**config.mk**
```make
export PLATFORM = sky130hd
export DESIGN_NAME = ram_arbiter
export DESIGN_NICKNAME = d
export VERILOG_FILES = /design/src/rtl/ram_arbiter.sv
export SDC_FILE = /design/constraint.sdc
export NUM_CORES = 1
export LEC_CHECK = 0
export CORE_AREA = 3 3 120 122
export DETAILED_ROUTE_END_ITERATION = 10
export DIE_AREA = 0 0 123 125
export PLACE_DENSITY_LB_ADDON = 0.25
export RECOVER_POWER = 50
export SYNTH_ARGS = -nofsm -noshare
export SYNTH_HDL_FRONTEND = slang
export SYNTH_SLANG_ARGS = --single-unit
```
**constraint.sdc**
```tcl
create_clock -name clk -period 2.5 [get_ports clk]
set_input_delay 0.5 -clock clk [delete_from_list [all_inputs] [get_ports clk]]
set_output_delay 0.5 -clock clk [all_outputs]
set_load 0.005 [all_outputs]
```
**src/rtl/ram_arbiter.sv**
```systemverilog
// Two-master round-robin arbiter sharing one single-port word RAM over valid/ready.
// Optional forced-completion timeout is enabled with the RAM_ARB_TIMEOUT_EN macro.
module ram_arbiter #(
  parameter int unsigned TIMEOUT_CYCLES = 255
) (
  input  logic        clk,
  input  logic        resetn,
  input  logic        m0_valid,
  output logic        m0_ready,
  input  logic [3:0]  m0_wstrb,
  input  logic [31:0] m0_addr,
  input  logic [31:0] m0_wdata,
  output logic [31:0] m0_rdata,
  input  logic        m1_valid,
  output logic        m1_ready,
  input  logic [3:0]  m1_wstrb,
  input  logic [31:0] m1_addr,
  input  logic [31:0] m1_wdata,
  output logic [31:0] m1_rdata,
  output logic        s_valid,
  input  logic        s_ready,
  output logic [3:0]  s_wstrb,
  output logic [31:0] s_addr,
  output logic [31:0] s_wdata,
  input  logic [31:0] s_rdata,
  output logic        grant,
  output logic        busy,
  output logic        timeout_err
);

  typedef enum logic [0:0] {StIdle, StBusy} state_e;

  state_e state_q, state_d;
  logic   grant_q, grant_d;
  logic   last_q, last_d;
  logic   in_busy;
  logic   timeout_fire;
  logic   done;

  assign in_busy = (state_q == StBusy);

`ifdef RAM_ARB_TIMEOUT_EN
  localparam int unsigned CntW = $clog2(TIMEOUT_CYCLES + 1);
  localparam logic [CntW-1:0] CntLast = CntW'(TIMEOUT_CYCLES - 1);

  logic [CntW-1:0] cnt_q, cnt_d;
  logic            err_q, err_d;

  // A real s_ready in the firing cycle wins over the timeout.
  assign timeout_fire = in_busy && !s_ready && (cnt_q == CntLast);

  always_comb begin
    cnt_d = cnt_q;
    err_d = err_q;
    if (state_q == StIdle) begin
      cnt_d = '0;
    end else if (!s_ready) begin
      cnt_d = cnt_q + 1'b1;
    end
    if (timeout_fire) begin
      err_d = 1'b1;
    end
  end

  always_ff @(posedge clk or negedge resetn) begin
    if (!resetn) begin
      cnt_q <= '0;
      err_q <= 1'b0;
    end else begin
      cnt_q <= cnt_d;
      err_q <= err_d;
    end
  end

  assign timeout_err = err_q;
`else
  logic unused_timeout_cycles;
  assign unused_timeout_cycles = ^TIMEOUT_CYCLES;
  assign timeout_fire = 1'b0;
  assign timeout_err  = 1'b0;
`endif

  assign done = in_busy && (s_ready || timeout_fire);

  always_comb begin
    state_d = state_q;
    grant_d = grant_q;
    last_d  = last_q;
    case (state_q)
      StIdle: begin
        if (m0_valid || m1_valid) begin
          state_d = StBusy;
          grant_d = (m0_valid && m1_valid) ? ~last_q : m1_valid;
        end
      end
      StBusy: begin
        if (done) begin
          state_d = StIdle;
          last_d  = grant_q;
        end
      end
      default: state_d = StIdle;
    endcase
  end

  always_ff @(posedge clk or negedge resetn) begin
    if (!resetn) begin
      state_q <= StIdle;
      grant_q <= 1'b0;
      last_q  <= 1'b1;
    end else begin
      state_q <= state_d;
      grant_q <= grant_d;
      last_q  <= last_d;
    end
  end

  // Slave side is zeroed outside BUSY so the RAM never sees a spurious write.
  always_comb begin
    s_valid  = 1'b0;
    s_wstrb  = 4'b0;
    s_addr   = 32'b0;
    s_wdata  = 32'b0;
    m0_ready = 1'b0;
    m1_ready = 1'b0;
    m0_rdata = 32'b0;
    m1_rdata = 32'b0;
    if (in_busy) begin
      s_valid = 1'b1;
      s_wstrb = grant_q ? m1_wstrb : m0_wstrb;
      s_addr  = grant_q ? m1_addr  : m0_addr;
      s_wdata = grant_q ? m1_wdata : m0_wdata;
    end
    if (done) begin
      if (grant_q) begin
        m1_ready = 1'b1;
        m1_rdata = s_ready ? s_rdata : 32'hDEADBEEF;
      end else begin
        m0_ready = 1'b1;
        m0_rdata = s_ready ? s_rdata : 32'hDEADBEEF;
      end
    end
  end

  assign grant = grant_q;
  assign busy  = in_busy;

endmodule

```
# Word level (Yosys, flattened, before mapping)
# Index checks and enable logic that the tools add are counted.
# W data, S select, Z words.
[classes]
reduce_logical = 5
bitwise = 2
muxes = 20
[op_table]
columns = ["op", "n"]
rows = [
  ["$mux W32", 9],
  ["$mux W1", 8],
  ["$mux W4", 2],
  ["$reduce_and A2 Y1", 2],
  ["$logic_and A1 B1 Y1", 2],
  ["$not A1 Y1", 2],
  ["$pmux W1 S2", 1],
  ["$logic_or A1 B1 Y1", 1],
]
[totals]
reg_bits = 3
output_inout_bits = 138

# Depth between registers and ports, before layout
[depth]
word_depth = 3
ltp_mapped = 5
ltp_nobuf = 2

# Least setup slack after synthesis
# No wires, ideal clock.
[synth_timing]
kind = "reg-to-output"
start = "register grant_q (netlist: grant)"
end = "output port m0_rdata[10]"
required_time_ns = 2.000
t_arrival_ns = 1.024
slack_ns = 0.976
stages_incl_launch_ff = 6
cell_sequence = "dfrtp_1 buf_4 nand2b_4 buf_6 buf_6 nor2_1"
[synth_between]
elab_chain_len = 2
[synth_lines]
columns = ["item", "line_no", "source"]
rows = [
  ["from (decl)", "34", "logic grant_q, grant_d;"],
  ["from (signal assigned)", "113", "grant_q <= grant_d;"],
  ["$mux W32", "135", "if (grant_q) begin"],
  ["$mux W32", "134", "if (done) begin"],
  ["to (decl)", "13", "output logic [31:0] m0_rdata,"],
]
# No other way between the ends.

# Worst setup path in the final report
[layout_timing]
start = "input port s_ready"
end = "output port m1_rdata[6]"
[layout_between]
elab_chain_len = 3
word_cells_on_any_way = 4
classes_between = "mux (3); reduce/logical (1)"
[layout_lines]
columns = ["item", "line_no", "source"]
rows = [
  ["from (decl)", "21", "input logic s_ready,"],
  ["$mux W32", "137", "m1_rdata = s_ready ? s_rdata : 32'hDEADBEEF;"],
  ["$mux W32", "135", ""],
  ["$mux W32 *", "134", ""],
  ["to (decl)", "19", "output logic [31:0] m1_rdata,"],
]
# Mark *: on every way between the ends. The rest lies on a longest branch, timed or not.

==> results by group <==
Global route
  • Vias in the first global route: 2873
  • GRT Util Overall: 0.122
  • Global-route wire length before repair: 15200 um
  • Gr ovfl total: 0
  • Largest net degree at the start of global routing: 34
  • Initial antenna violation count: 1

Synthesis
  • Synth Cell Area: 1640 sq um
  • Syn_area_per_cell: 5.95 sq um
  • Register area share after synthesis: 0.0467
  • Yosys cell types: 17
  • YS warnings: 0
  • Post-synth top area share: 0.416
  • Synth Register Bits: 3
  • Top post-synthesis cells by area: mux2i_1 42%, nor2_1 31%, nand2_1 8.0%
  • Syn Inst Count: 275
  • Synth area leader: mux2i_1
  • Syn_nets: 448

Placement
  • Placer Congestion: 0.781
  • IO Port Bufs: 309
  • Detailed Place HPWL: 8770 um

Setup path
  • Startpoint Class: primary input
  • CP delay by family, top: buffers and inverters
  • CP Buf/Inv Count: 3
  • Crit path depth: 5
  • Crit-path slowest cell: clkdlybuf4s50_1
  • WP data arrival: 1880 ps
  • CP Cell Sequence: dlygate4sd2_1 -> nand2_1 -> buf_12 -> nor2_1 -> clkdlybuf4s50_1
  • Max stage delay on crit path: 510 ps
  • Req. time, crit path: 2000 ps
  • Setup CP Type: in2out
  • Maximum fanout along the worst path: 32
  • CP endpoint kind: output port
  • Reg2Reg Depth: 2

Power and ir drop
  • Peak VDD IR: 239 uV
  • Static Leak: 2.17 nW
  • Int Pwr: 0.00123 W
  • Sw Pwr: 0.000654 W
  • Switching Share: 0.347
  • Clock power share: 0.135
  • Sequential share of power: 0.053
  • Pwr dens: 379 nW/um^2
  • Combinational Power Share: 0.812

Drt
  • Via/cell ratio: 3.91
  • Routed wire length: 10300 um
  • Initial DRC Count: 43
  • DR pass1 iterations: 4
  • Remaining DRCs: 0
  • Via Count: 2916
  • Drt wl/cell: 13.8 um
  • Routed Antenna Nets: 0

Clocking
  • Post-CTS Setup Inserts: 0
  • Num Clock Sinks: 3
  • CTS tree: built
  • H-tree level count: 1
  • Worst skew pair latency: 220 ps
  • Root Buffer: clkbuf_16
  • CTS Buffer Depth: 2
  • Num CTS Buffers: 3
  • Clk pin slew, worst setup/hold paths: 30 ps

Timing
  • Min Tclk post-route: 2380 ps
  • Total negative setup slack: 0 ps
  • Upper clock frequency limit: 421 MHz
  • Skew final: 0.488 ps
  • Hold Vio Cnt, Final: 0
  • Fin crit share: 0.951
  • WHS: 508 ps
  • RSZ-0062 raised after global routing: no
  • Setup Viol. Count Final: 0
  • Final Max Tran Viols: 0

Status
  • Status: finished clean

Floorplanning
  • Io pins: 311
  • CORE AREA: 13300 sq um
  • Die Ht: 125 um
  • Die area: 15400 sq um
  • Starting Density: 0.123
  • FP Rows: 42
  • Die width: 123 um

Finish
  • Area added between synthesis and finish: 204%
  • Nets: 743
  • Fraction of layout cells with a size suffix above 1: 0.0281
  • Antenna cell count: 0

Hold path
  • Worst hold-check path type: reg2reg
  • Hold depth: 1

Job
  • Max-cap violations: 0
-- layout make-up --
| class | count | area [sq um] |
|---|---|---|
| inverters | 1 | 3.75 |
| fillers | 1416 | 8320 |
| flip-flops and latches | 3 | 80.1 |
| clock buffers | 4 | 78.8 |
| repair buffers | 317 | 3210 |
| well taps | 176 | 220 |
| multi-input cells | 244 | 1380 |
-- registers in the layout (all words and copies together), names as in the netlist --
register	cells
busy	1
grant	1
last_q	1
-- worst paths after layout --
check | slack, ps | start | to
min reg2reg | 510 | last_q | last_q
max in group asynchronous | 1750 | resetn | last_q
max | 120 | s_ready | m1_rdata[6]
min | 510 | last_q | last_q
max reg2reg | 1360 | grant | grant
min in group asynchronous | 530 | resetn | grant
-- power groups by stage --
| stage | Clock, W | Combinational [W] | Sequential (W) |
|---|---|---|---|
| after floorplan | 0 | 0.000698 | 0.0000689 |
| after global placement | 0 | 0.00158 | 0.000102 |
| after detailed placement | 0 | 0.00159 | 0.000103 |
| after CTS | 0.000258 | 0.00161 | 0.000104 |
| after global routing | 0.000267 | 0.00166 | 0.000103 |
| final | 0.000254 | 0.00153 | 0.0000996 |
-- cells by family (layout without fill, tap and decap cells) --
family	count (synthesis)	count (layout)	share of synthesized area
simple gates	171	172	0.402
flops	3	3	0.0467
other cells	1	1	0.00229
buf+inv	29	322	0.117
compound gates	3	3	0.0161
mux	68	68	0.416
-- layout by cell type (no fill, tap or decap) --
cell type / count
dfstp_2: 1
nand2b_1: 1
clkbuf_1: 1
buf_12: 4
conb_1: 1
nand2_1: 35
inv_2: 1
nand2b_4: 2
and3_1: 1
mux2i_1: 68
buf_6: 2
buf_4: 2
a21o_1: 1
clkbuf_16: 3
clkdlybuf4s50_1: 264
o31a_1: 1
dfrtp_4: 1
nor2_1: 133
dfrtp_1: 1
dlygate4sd2_1: 1
a32o_1: 1
dlygate4sd3_1: 44
-- timing repair --
| item | CTS | global route |
|---|---|---|
| hold buffers | 0 | 0 |
| cloned | 1 | 0 |
| hold endpoints to repair | 0 | 0 |
| setup endpoints to repair | 65 | 2 |
| resized for setup | 1 | 1 |
-- Yosys cell counts --
master / number
conb_1: 1
clkbuf_1: 5
o31a_1: 1
a21o_1: 1
dfrtp_1: 2
a32o_1: 1
nand2b_1: 1
and3_1: 1
mux2i_1: 68
buf_4: 9
nor2_1: 133
nand2_1: 35
buf_2: 9
buf_6: 5
inv_2: 1
dfstp_2: 1
nand2b_4: 1
-- metrics by stage --
stage	setup WS, ps	utilization	instances	total power (W)	cell area [sq um]
floorplan	976	-	275	0.000767	1640
global placement	-34.5	0.369	740	0.00169	4900
detailed placement	-53.0	0.369	740	0.00169	4900
CTS	73.6	0.375	745	0.00197	4990
global route	38.4	0.374	745	0.00203	4970
finish	122	0.374	745	0.00188	4970
-- metal layers --
layer  share of wire  global-route usage  vias to the layer above
li1                -                   -                     1467
met1            0.33               0.121                     1254
met2            0.52               0.236                      183
met3            0.14              0.0547                       10
met4          0.0078              0.0143                        2
met5         0.00087                   0                        -
Note: power is estimated with default switching activity, not from simulation.
